==> config.mk <==
export PLATFORM = sky130hd
export DESIGN_NAME = span_fill
export DESIGN_NICKNAME = d
export VERILOG_FILES = /design/src/rtl/span_fill.sv
export SDC_FILE = /design/constraint.sdc
export NUM_CORES = 2
export LEC_CHECK = 0
export CAP_MARGIN = 5
export CORE_MARGIN = 8
export CORE_UTILIZATION = 60
export CTS_CLUSTER_DIAMETER = 50
export DETAILED_ROUTE_END_ITERATION = 8
export GPL_ROUTABILITY_DRIVEN = 0
export PLACE_DENSITY = 0.76
export SETUP_SLACK_MARGIN = 0.3
export SLEW_MARGIN = 40
export SYNTH_ARGS = -nofsm -noshare
export SYNTH_HDL_FRONTEND = slang
export SYNTH_SLANG_ARGS = --single-unit
==> constraint.sdc <==
create_clock -name wb_clk_i -period 11.3 [get_ports wb_clk_i]
set_input_delay 1.695 -clock wb_clk_i [delete_from_list [all_inputs] [get_ports wb_clk_i]]
set_output_delay 1.695 -clock wb_clk_i [all_outputs]
set_load 0.005 [all_outputs]
==> src/rtl/span_fill.sv <==
// Scanline span filler: latches one span per line and renders 256 pixels into a
// ping-pong line buffer while scan-out reads the opposite bank.
module span_fill #(
    parameter int PIX_W = 4
) (
    input  logic             wb_clk_i,
    input  logic             wb_rst_ni,
    input  logic             line_start,
    input  logic [7:0]       span_x_start,
    input  logic [7:0]       span_x_end,
    input  logic             span_active,
    input  logic [PIX_W-1:0] fill_color,
    input  logic [PIX_W-1:0] bg_color,
    input  logic [7:0]       rd_x,
    output logic [PIX_W-1:0] rd_pix,
    output logic             busy,
    output logic             overrun,
    input  logic             ovr_clr
);

    typedef enum logic {IDLE, FILL} state_t;

    state_t           state, state_nx;
    logic [7:0]       x, x_nx;
    logic [7:0]       lo, lo_nx, hi, hi_nx;
    logic             act, act_nx;
    logic [PIX_W-1:0] fill_c, fill_nx, bg_c, bg_nx;
    logic             fill_bank, bank_nx;
    logic             ovr_nx;
    logic             last;
    logic             wr_en;
    logic [PIX_W-1:0] wr_data;

    logic [PIX_W-1:0] mem [2][256];

    always_ff @(posedge wb_clk_i or negedge wb_rst_ni) begin
        if (!wb_rst_ni) begin
            state     <= IDLE;
            x         <= '0;
            lo        <= '0;
            hi        <= '0;
            act       <= 1'b0;
            fill_c    <= '0;
            bg_c      <= '0;
            fill_bank <= 1'b0;
            overrun   <= 1'b0;
        end else begin
            state     <= state_nx;
            x         <= x_nx;
            lo        <= lo_nx;
            hi        <= hi_nx;
            act       <= act_nx;
            fill_c    <= fill_nx;
            bg_c      <= bg_nx;
            fill_bank <= bank_nx;
            overrun   <= ovr_nx;
        end
    end

    always_comb begin
        state_nx = state;
        x_nx     = x;
        lo_nx    = lo;
        hi_nx    = hi;
        act_nx   = act;
        fill_nx  = fill_c;
        bg_nx    = bg_c;
        bank_nx  = fill_bank;
        ovr_nx   = overrun;
        wr_en    = 1'b0;
        last     = (x == 8'hFF);

        if (ovr_clr)
            ovr_nx = 1'b0;

        // A restart on the final pixel still commits it and is not an overrun.
        if (state == FILL && (!line_start || last))
            wr_en = 1'b1;

        if (line_start) begin
            if (state == FILL && !last)
                ovr_nx = 1'b1;
            bank_nx  = ~fill_bank;
            lo_nx    = (span_x_start < span_x_end) ? span_x_start : span_x_end;
            hi_nx    = (span_x_start < span_x_end) ? span_x_end : span_x_start;
            act_nx   = span_active;
            fill_nx  = fill_color;
            bg_nx    = bg_color;
            x_nx     = '0;
            state_nx = FILL;
        end else if (state == FILL) begin
            x_nx = x + 8'd1;
            if (last)
                state_nx = IDLE;
        end
    end

    assign wr_data = (act && x >= lo && x <= hi) ? fill_c : bg_c;
    assign busy    = (state == FILL);

    always_ff @(posedge wb_clk_i) begin
        if (wr_en)
            mem[fill_bank][x] <= wr_data;
    end

    always_ff @(posedge wb_clk_i or negedge wb_rst_ni) begin
        if (!wb_rst_ni)
            rd_pix <= '0;
        else
            rd_pix <= mem[~fill_bank][rd_x];
    end

endmodule

==> impl_metrics.toml <==
[status]
status = "complete, no violations"

[timing]
hold_violations = 0
drv_slew = 0
fin_setup_tns_ps = 0
max_freq_mhz = 207
clock_skew_ps = 24.3
rsz0062_at_grt = "no"
setup_ws_ps = 6470
setup_viol = 0
finalCriticalPeriod_ps = 4830
period_share_pct = 42.7
slew_headroom_pct = 38.9
hold_ws_ps = 515
tightest_slew_ps = 914

[placement]
dpl_cell_area_um2 = 84900
hpwl_um = 114000
portBuffers = 42
post-place-ws_ps = 5850

[floorplan]
ios = 43
die_x_um = 388
initial_utilization_pct = 60.4
core_um2 = 137000
rows = 136
fp.dieH_um = 388
die-area_um2 = 150000

[power_and_ir_drop]
p_per_area_nw_per_um2 = 196
leakagePower_nw = 28.3
ir_worst_vdd_mv = 0.174
fin_total_pwr_mw = 17.9

[critical_path]
reg2reg_depth = 10
crit_fanout = 117
cp-end-kind = "register"
worstPathArrival_ps = 5340
critPathKind = "register to register"
r2r_slack_ps = 6470
regToRegStartpoint = "x[2]"
start_kind = "register"
rr_endpoint = "mem[0][238]"
cp.required_ps = 11810

[detailed_routing]
first_pass_iters = 6
wl_um = 191000
drc = 0
drt-initial-drc-count = 5431
final_antenna_net_count = 0
wl_per_cell_um = 30.1
routed-via-count = 42400
viasPerCell = 6.68

[global_route]
grt_max_degree = 209
grt_pass1_wl_um = 284000
grt_pass1_vias = 43000
antenna_found_initial = 0
overflow = 0
grtUsageTotal_pct = 25.3

[synthesis]
ys_types = 51
syn_nets = 4425
synthFlopType = "edfxtp_1"
ys_warn_count = 0
syn_avg_cell_area_um2 = 19.0
synthTopCellsByArea = "edfxtp_1 (74%), mux4_2 (14%), nor2_1 (2.7%)"
yosysTopAreaCell = "edfxtp_1"
netlist_instances = 4361
async_flop_share_pct = 1.92
syn_area_um2 = 82900
ys_seq_area_share_pct = 75.4
synth-edff-count = 2048
synth_seq_cells = 2088
synthDominantCellAreaShare_pct = 74.2

[finish]
stdcell_area_um2 = 91300
regArea_um2 = 62500
nFillCells = 8450
area_growth_syn_to_layout_pct = 10.1
nets = 4457
multi_input_area_um2 = 18900
drive_gt1_share_pct = 20.4

[cts]
clockBufferDepth = 3
cts_resized = 0
clk_latency_ps = 840
cts_tree = "done"
hold_buffers = 0
htreeDepth = 4
cts_made_buffers = 195
clock-sinks = 2088
clk_pin_slew_worst_paths_ps = 60
root_buffer = "clkbuf_16"
cts_setup_buffers = 0

[hold_path]
hold_start = "act"
hold_path_depth = 1
min_to = "act"
hold_path.class = "register to register"

[job]
drv_cap = 0
-- power breakdown --
part | switching, mW | internal (mW) | total, mW
Combinational | 1.47 | 1.29 | 2.76
Sequential | 0.0522 | 8.66 | 8.71
Clock | 2.83 | 3.55 | 6.38
Total | 4.36 | 13.5 | 17.9
-- layout make-up --
type / count / share of cell area (%)
clock inverter: 109 / 1.11
clock buffer: 256 / 5.72
sequential: 2088 / 68.5
timing repair buffer: 120 / 1.43
inverter: 26 / 0.112
antenna: 1 / 0.00274
tap: 1794 / 2.46
multi-input combinational: 1962 / 20.7
-- routing by layer --
metal  routed length (um)  part of all wire, %  track usage, %  up-vias
met5                    0                    0               0        -
met4                 7130                  3.7            9.17        0
met3                21500                   11            6.05      406
met2                91900                   48            39.9     2614
met1                70700                   37            35.0    21900
li1                     -                    -               -    17500
-- per-stage QoR --
step / utilization (%) / std cells
2_1_floorplan: - / 4361
3_3_place_gp: 61.7 / 5981
3_5_place_dp: 61.8 / 5985
4_1_cts: 66.3 / 6350
5_1_grt: 66.5 / 6355
6_report: 66.5 / 6356
-- how the worst max path moves through the flow --
stage                       start     endpoint  slack, ps  depth (start not counted)
after global routing         x[2]  mem[1][802]       6240                         10
after global placement    rd_x[3]    rd_pix[1]       5850                         11
after CTS                    x[2]  mem[0][202]       6350                         10
final                        x[2]  mem[0][238]       6470                         10
after detailed placement  rd_x[3]    rd_pix[1]       5850                         11
after floorplan              x[1]    mem[0][0]       5090                          9
-- cell usage after synthesis (2+ instances only) --
master	count
mux2_2	31
nor2b_1	10
buf_2	66
o21ai_0	110
buf_4	26
nor3_1	12
dfrtp_1	40
o21a_1	2
mux4_1	3
nor3b_1	3
nand4_1	17
o22ai_1	67
a211oi_1	12
buf_8	5
and3b_1	2
a32o_1	9
nor4_1	2
mux4_2	509
clkbuf_1	133
ha_1	27
nor2_1	600
mux2i_1	36
a21oi_1	25
a211o_1	2
buf_12	2
nand2_1	287
edfxtp_1	2048
buf_1	15
buf_6	38
a31oi_1	46
o221ai_1	8
nand3_1	105
a21o_1	2
inv_1	25
xor2_1	6
nand2b_1	8
a221oi_1	8
-- state kept, by name, summed over array words and instances (netlist names) --
| signal | count |
|---|---|
| act | 1 |
| bg_c | 4 |
| busy | 1 |
| fill_bank | 1 |
| fill_c | 4 |
| hi | 8 |
| lo | 8 |
| mem | 2048 |
| overrun | 1 |
| rd_pix | 4 |
| x | 8 |
-- logic make-up (layout without fill, tap and decap cells) --
kind of cell	after synthesis	after routing	share of synthesized area, %
buffers and inverters	311	511	2.08
flip-flops	2088	2088	75.4
adder cells (fa/ha/maj)	27	27	0.407
multiplexers	579	579	14.8
other	0	1	0
AND/OR/NAND/NOR	1056	1056	5.13
AO/OA/AOI/OAI	293	293	2.15
XOR/XNOR	7	7	0.0739
-- placed cells by master, fill, tap and decap left out, drive strengths merged, types with 25 or more instances in the layout --
cell type,synthesis,routed
edfxtp,2048,2048
nor2,601,601
mux4,512,512
nand2,287,287
clkbuf,133,256
o21ai,111,111
nand3,105,105
buf,152,84
clkinv,1,82
o22ai,67,67
a31oi,46,46
dfrtp,40,40
mux2i,36,36
clkdlybuf4s50,0,36
inv,25,36
mux2,31,31
ha,27,27
a21oi,25,25
-- critical path, cell delays in order (launching register included) --
cell      delay (ps)
dfrtp_1          780
ha_1             360
o21a_1           100
o21ai_0          150
nand2b_1          90
a21oi_1          130
o21ai_0           80
a211o_1          400
mux2_8           790
buf_6            640
buf_6            680
Power figures use the tool's default switching activity.
